==> src/rtl/vram_arb_pkg.sv <==
// Shared encodings for the VRAM access arbiter: grant states, read source tags
// and the fixed RAM read latency.
package vram_arb_pkg;

    typedef enum logic [1:0] {
        S_IDLE = 2'd0,
        S_DISP = 2'd1,
        S_HOST = 2'd2
    } grant_state_t;

    typedef enum logic [1:0] {
        TAG_NONE = 2'd0,
        TAG_DISP = 2'd1,
        TAG_HOST = 2'd2
    } src_tag_t;

    localparam int unsigned VRAM_RD_LATENCY = 2;

endpackage

==> src/rtl/vram_access_arbiter_fifo.sv <==
// Host request FIFO for the VRAM arbiter: synchronous, show-ahead head entry,
// asynchronous active-low reset. DEPTH must be a power of two, >= 2.
module vram_req_fifo #(
    parameter int unsigned WIDTH = 21,
    parameter int unsigned DEPTH = 4
) (
    input  logic                     clk,
    input  logic                     rst_n,
    input  logic                     push,
    input  logic                     pop,
    input  logic [WIDTH-1:0]         din,
    output logic [WIDTH-1:0]         dout,
    output logic                     full,
    output logic                     empty,
    output logic [$clog2(DEPTH):0]   level
);

    localparam int unsigned PTR_W = $clog2(DEPTH);
    localparam int unsigned LVL_W = PTR_W + 1;

    logic [WIDTH-1:0] mem [DEPTH];
    logic [PTR_W-1:0] wr_ptr;
    logic [PTR_W-1:0] rd_ptr;
    logic             push_ok;
    logic             pop_ok;

    assign full    = (level == LVL_W'(DEPTH));
    assign empty   = (level == '0);
    assign push_ok = push && !full;
    assign pop_ok  = pop && !empty;
    assign dout    = mem[rd_ptr];

    always_ff @(posedge clk) begin
        if (push_ok) begin
            mem[wr_ptr] <= din;
        end
    end

    always_ff @(posedge clk or negedge rst_n) begin
        if (!rst_n) begin
            wr_ptr <= '0;
            rd_ptr <= '0;
            level  <= '0;
        end else begin
            if (push_ok) begin
                wr_ptr <= wr_ptr + PTR_W'(1);
            end
            if (pop_ok) begin
                rd_ptr <= rd_ptr + PTR_W'(1);
            end
            case ({push_ok, pop_ok})
                2'b10:   level <= level + LVL_W'(1);
                2'b01:   level <= level - LVL_W'(1);
                default: level <= level;
            endcase
        end
    end

endmodule

==> src/rtl/vram_access_arbiter.sv <==
// Single-port VRAM arbiter: display reads have absolute priority, host requests queue in a FIFO.
// Optional `VRAM_BLANK_WRITE_EN restricts host writes at the FIFO head to blanking intervals.
module vram_access_arbiter
    import vram_arb_pkg::*;
#(
    parameter int unsigned ADDR_W     = 12,
    parameter int unsigned DATA_W     = 8,
    parameter int unsigned FIFO_DEPTH = 4
) (
    input  logic                          pixel_clock,
    input  logic                          reset_n,
    input  logic                          blank,
    input  logic                          disp_req,
    input  logic [ADDR_W-1:0]             disp_addr,
    output logic                          disp_rvalid,
    output logic [DATA_W-1:0]             disp_rdata,
    input  logic                          host_valid,
    output logic                          host_ready,
    input  logic                          host_we,
    input  logic [ADDR_W-1:0]             host_addr,
    input  logic [DATA_W-1:0]             host_wdata,
    output logic                          host_rvalid,
    output logic [DATA_W-1:0]             host_rdata,
    output logic                          ram_en,
    output logic                          ram_we,
    output logic [ADDR_W-1:0]             ram_addr,
    output logic [DATA_W-1:0]             ram_wdata,
    input  logic [DATA_W-1:0]             ram_rdata,
    output logic [$clog2(FIFO_DEPTH):0]   fifo_level,
    output logic [15:0]                   stall_count
);

    localparam int unsigned ENTRY_W = 1 + ADDR_W + DATA_W;

    logic               fifo_push;
    logic               fifo_pop;
    logic               fifo_full;
    logic               fifo_empty;
    logic [ENTRY_W-1:0] fifo_din;
    logic [ENTRY_W-1:0] fifo_head;
    logic               head_we;
    logic [ADDR_W-1:0]  head_addr;
    logic [DATA_W-1:0]  head_wdata;
    logic               host_eligible;

    grant_state_t       state;
    grant_state_t       grant_next;
    src_tag_t           tag_in;
    src_tag_t           tag_pipe [VRAM_RD_LATENCY];
    logic               ram_we_next;
    logic [ADDR_W-1:0]  ram_addr_next;
    logic [DATA_W-1:0]  ram_wdata_next;

    assign fifo_din                          = {host_we, host_addr, host_wdata};
    assign {head_we, head_addr, head_wdata}  = fifo_head;
    assign host_ready                        = !fifo_full;
    assign fifo_push                         = host_valid && !fifo_full;
    assign fifo_pop                          = (grant_next == S_HOST);

    vram_req_fifo #(
        .WIDTH (ENTRY_W),
        .DEPTH (FIFO_DEPTH)
    ) u_fifo (
        .clk   (pixel_clock),
        .rst_n (reset_n),
        .push  (fifo_push),
        .pop   (fifo_pop),
        .din   (fifo_din),
        .dout  (fifo_head),
        .full  (fifo_full),
        .empty (fifo_empty),
        .level (fifo_level)
    );

`ifdef VRAM_BLANK_WRITE_EN
    // A write held at the head also blocks every entry behind it, keeping FIFO order.
    assign host_eligible = !head_we || blank;
`else
    logic blank_unused;
    assign blank_unused  = blank;
    assign host_eligible = 1'b1;
`endif

    always_comb begin
        grant_next     = S_IDLE;
        tag_in         = TAG_NONE;
        ram_we_next    = 1'b0;
        ram_addr_next  = '0;
        ram_wdata_next = '0;
        if (disp_req) begin
            grant_next    = S_DISP;
            tag_in        = TAG_DISP;
            ram_addr_next = disp_addr;
        end else if (!fifo_empty && host_eligible) begin
            grant_next     = S_HOST;
            tag_in         = head_we ? TAG_NONE : TAG_HOST;
            ram_we_next    = head_we;
            ram_addr_next  = head_addr;
            ram_wdata_next = head_we ? head_wdata : '0;
        end
    end

    always_ff @(posedge pixel_clock or negedge reset_n) begin
        if (!reset_n) begin
            state       <= S_IDLE;
            ram_we      <= 1'b0;
            ram_addr    <= '0;
            ram_wdata   <= '0;
            stall_count <= '0;
            for (int unsigned i = 0; i < VRAM_RD_LATENCY; i++) begin
                tag_pipe[i] <= TAG_NONE;
            end
        end else begin
            state     <= grant_next;
            ram_we    <= ram_we_next;
            ram_addr  <= ram_addr_next;
            ram_wdata <= ram_wdata_next;
            tag_pipe[0] <= tag_in;
            for (int unsigned i = 1; i < VRAM_RD_LATENCY; i++) begin
                tag_pipe[i] <= tag_pipe[i-1];
            end
            if (!fifo_empty && (grant_next != S_HOST) && (stall_count != 16'hFFFF)) begin
                stall_count <= stall_count + 16'd1;
            end
        end
    end

    // The registered state is the current RAM owner, so the strobe follows it directly.
    assign ram_en      = (state != S_IDLE);
    assign disp_rvalid = (tag_pipe[VRAM_RD_LATENCY-1] == TAG_DISP);
    assign host_rvalid = (tag_pipe[VRAM_RD_LATENCY-1] == TAG_HOST);
    assign disp_rdata  = disp_rvalid ? ram_rdata : '0;
    assign host_rdata  = host_rvalid ? ram_rdata : '0;

endmodule

==> config.mk <==
export PLATFORM = sky130hd
export DESIGN_NAME = vram_access_arbiter
export DESIGN_NICKNAME = d
export VERILOG_FILES = /design/src/rtl/vram_arb_pkg.sv /design/src/rtl/vram_access_arbiter_fifo.sv /design/src/rtl/vram_access_arbiter.sv
export SDC_FILE = /design/constraint.sdc
export NUM_CORES = 1
export LEC_CHECK = 0
export ABC_AREA = 1
export CAP_MARGIN = 25
export CORE_ASPECT_RATIO = 1.5
export CORE_MARGIN = 10
export CORE_UTILIZATION = 41
export CTS_CLUSTER_SIZE = 25
export DETAILED_ROUTE_END_ITERATION = 16
export PLACE_DENSITY = 0.65
export SLEW_MARGIN = 0
export SYNTH_ARGS = -nofsm -noshare
export SYNTH_HDL_FRONTEND = slang
export SYNTH_SLANG_ARGS = --single-unit
==> constraint.sdc <==
create_clock -name pixel_clock -period 2.2 [get_ports pixel_clock]
set_input_delay 0.22 -clock pixel_clock [delete_from_list [all_inputs] [get_ports pixel_clock]]
set_output_delay 0.22 -clock pixel_clock [all_outputs]
set_load 0.005 [all_outputs]
==> results_dict.tcl <==
set metrics [dict create \
    finish.net_count 685 \
    floorplan.initialDensity_pct 42.0 \
    setup.worst_path.start_class "flip-flop" \
    drt_first_iter_violations 250 \
    clock_tree.buffer_depth 2 \
    clock_sinks 133 \
    io_pins 106 \
    post_synth_most_frequent_cells "sky130_fd_sc_hd__nand2_1, sky130_fd_sc_hd__nor2_1, sky130_fd_sc_hd__edfxtp_1, sky130_fd_sc_hd__dfrtp_1, sky130_fd_sc_hd__o21ai_0" \
    holdCritPathClass "flip-flop to flip-flop" \
    avgRoutedWirePerCell_um 16.3 \
    worst_path_most_repeated_cell "sky130_fd_sc_hd__inv_1" \
    fp.dieH_um 162 \
    clock-root-buffer "sky130_fd_sc_hd__clkbuf_16" \
    syn-num-nets 564 \
    grt_setup_unrepaired "false" \
    via_count_of_the_first_global_routing_pass 4139 \
    worst_case_vdd_ir_drop_mv 0.635 \
    clock_latency_ns 0.41 \
    final.setup_skew_ns 0.00913 \
    yosys-top-cells-area "sky130_fd_sc_hd__edfxtp_1, sky130_fd_sc_hd__dfrtp_1, sky130_fd_sc_hd__nand2_1, sky130_fd_sc_hd__nor2_1, sky130_fd_sc_hd__o21ai_0" \
    core_region_area_um2 13100 \
    io_buffer_count 104 \
    crit_path_max_incr_delay_ns 0.38 \
    die_area_um2 18500 \
    worst-path-max-fanout 3 \
    outcome "complete, no violations" \
    reg2regPathDepth 10 \
    gp_congestion 0.849 \
    grt-ovfl-total 0 \
    route.detailed.vias_per_inst 4.95 \
    slew_viol_final 0 \
    synth_seq_area_share_pct 68.3 \
    period_needed_ns 1.93 \
    fraction_of_final_layout_cells_sized_beyond_drive_strength_1_pct 8.99 \
    cts.reportedPaths.clkPinSlew_ns 0.06 \
    design_power_total_mw 9.01 \
    first_pass_iters 5 \
    critical_path.reg2reg.endpoint "u_fifo.level[2]" \
    p_leak_nw 2.92 \
    drc_violations 0 \
    setup_violations 0 \
    routed_wirelength_mm 13.1 \
    total_cts_buffers 17 \
    cells_along_the_critical_path "inv_1, nand3_1, nand2_1, inv_1, ha_1, inv_1, fa_1, a21oi_1, o21ai_0, xor2_1" \
    synth-warning-count 0 \
    yosysTopAreaCellShare_pct 46.0 \
    synthesis.area_per_instance_um2 10.7 \
    tritoncts "built" \
    cap_viol_max_count 0 \
    synth.cell_area_um2 5490 \
    maxClockFrequency_ghz 0.519 \
    criticalPathCategory "flip-flop to flip-flop" \
    worstReg2RegStart "u_fifo.level[0]" \
    timing.final.crit_share_pct 87.5 \
    fp-row-count 51 \
    finalHoldViolations 0 \
    worst_setup_path_end_kind "flip-flop" \
    worstMarginPinSlew_ns 0.671 \
    worst_hold_path.num_cells 0 \
    wire_length_of_the_first_global_routing_pass_mm 21.1 \
    async_flop_share_pct 36.8 \
    critical_path.slowest_cell "sky130_fd_sc_hd__dfrtp_1" \
    critPathBufInv 3 \
    synth_enable_flop_cells 84 \
    layout-area-overhead-vs-synth_pct 33.8 \
    mapped_cells 511 \
    initial_antenna_violation_count 0 \
    setup-tns-final_ns 0 \
    hpwl_mm 8.83 \
    pin_count_of_the_biggest_net_entering_global_routing 50 \
    required_ns 2.47 \
    detailroute.via_count 3981 \
    powerDensity_nw_per_um2 1230 \
    synth_seq_cells 133 \
    htreeDepth 4 \
    synth_cell_type_count 26 \
    setup.reg_to_reg.worst_slack_ns 0.27 \
    antenna_cells 0 \
    yosys.area.top_type "sky130_fd_sc_hd__edfxtp_1" \
    startpoint_of_the_worst_hold_path "tag_pipe[3]" \
    crit_arrival_ns 2.20 \
    grt_use_total_pct 14.5 \
    cpLargestDelayFamily "adder cells" \
    min_to "tag_pipe[1]" \
    die_w_um 114 \
    post_cts.repair.setup_buffers 0 \
    num-fill-cells 1101 \
    ant_nets 0 \
    dominant_cell_by_count_in_the_synthesized_netlist "sky130_fd_sc_hd__nand2_1" \
    postSynth.topFlopCell "sky130_fd_sc_hd__edfxtp_1" \
    relSlewSlack_pct 55.3 \
]
[timing repair]
item                       in CTS  in global routing
hold buffers                    1                  0
setup endpoints to repair       0                  0
hold endpoints to repair       49                  0
gates resized for setup         0                  0
[stage by stage]
stage	hold slack [ns]	setup slack [ns]	std cells	instance area [µm²]	util (%)
floorplan	-0.0756	0.135	511	5490	-
global placement	0.337	0.216	771	6750	51.6
detailed placement	0.336	0.181	771	6750	51.6
CTS	0.336	0.270	804	7340	56.1
global route	0.349	0.0803	804	7340	56.1
finish	0.350	0.275	804	7340	56.1
[power breakdown]
| part | total [mW] | internal, mW | switching (mW) |
|---|---|---|---|
| logic | 2.75 | 1.18 | 1.57 |
| registers | 3.56 | 3.30 | 0.259 |
| clock network | 2.70 | 1.70 | 1.01 |
| total | 9.01 | 6.18 | 2.83 |
[flip-flops by register name (all words and copies together), names as in the netlist]
register	count
u_fifo.mem	84
stall_count	16
ram_addr	12
ram_wdata	8
tag_pipe	4
u_fifo.level	3
u_fifo.rd_ptr	2
u_fifo.wr_ptr	2
ram_we	1
state	1
[area by class of cell]
cell class	instances	area [µm²]	share of cell area, %
Sequential cell	133	3750	51.1
Multi-Input combinational cell	322	1520	20.7
Timing Repair Buffer	119	1150	15.7
Clock buffer	20	447	6.08
Tap cell	159	199	2.71
Inverter	39	146	1.99
Clock inverter	12	133	1.81
[worst max-delay path by stage]
stage	cells after the start	slack, ns	startpoint	to
floorplan	4	0.14	u_fifo.level[0]	u_fifo.mem[0][0]
global placement	10	0.22	disp_req	u_fifo.level[2]
detailed placement	10	0.18	disp_req	u_fifo.level[2]
CTS	10	0.27	u_fifo.level[0]	u_fifo.level[2]
global route	10	0.08	u_fifo.level[0]	u_fifo.level[2]
finish	10	0.27	u_fifo.level[0]	u_fifo.level[2]
[logic make-up (layout without fill, tap and decap cells)]
| family | count (synthesis) | count (layout) | synth area share (%) |
|---|---|---|---|
| compound gates | 72 | 72 | 7.11 |
| fa+ha+maj | 7 | 7 | 1.73 |
| xor+xnor | 11 | 11 | 1.76 |
| buf+inv | 56 | 190 | 4.22 |
| simple gates | 232 | 232 | 16.9 |
| flops | 133 | 133 | 68.3 |
[placed cells by master (no fill, tap or decap), types with 2 or more instances in the layout]
cell type | synthesis | layout
sky130_fd_sc_hd__a21oi_1 | 10 | 10
sky130_fd_sc_hd__buf_4 | 0 | 14
sky130_fd_sc_hd__bufinv_16 | 0 | 2
sky130_fd_sc_hd__clkbuf_1 | 9 | 2
sky130_fd_sc_hd__clkbuf_16 | 0 | 17
sky130_fd_sc_hd__clkdlybuf4s50_1 | 0 | 103
sky130_fd_sc_hd__clkinv_2 | 0 | 3
sky130_fd_sc_hd__clkinv_4 | 0 | 4
sky130_fd_sc_hd__clkinvlp_4 | 0 | 3
sky130_fd_sc_hd__dfrtp_1 | 49 | 49
sky130_fd_sc_hd__edfxtp_1 | 84 | 84
sky130_fd_sc_hd__ha_1 | 6 | 6
sky130_fd_sc_hd__inv_1 | 37 | 37
sky130_fd_sc_hd__inv_2 | 2 | 2
sky130_fd_sc_hd__nand2_1 | 111 | 111
sky130_fd_sc_hd__nand3_1 | 11 | 11
sky130_fd_sc_hd__nand4_1 | 6 | 6
sky130_fd_sc_hd__nor2_1 | 99 | 95
sky130_fd_sc_hd__nor2_2 | 1 | 5
sky130_fd_sc_hd__o21ai_0 | 48 | 48
sky130_fd_sc_hd__o22ai_1 | 12 | 12
sky130_fd_sc_hd__xnor2_1 | 8 | 8
sky130_fd_sc_hd__xor2_1 | 3 | 3
[per-layer routing]
metal	part of all wire (%)	GRT usage, %	up-vias
met4	1.8	6.11	0
met5	0	0	-
met2	54	26.1	101
met3	4.9	4.13	14
li1	-	-	1936
met1	39	15.3	1930
Power figures use the tool's default switching activity.
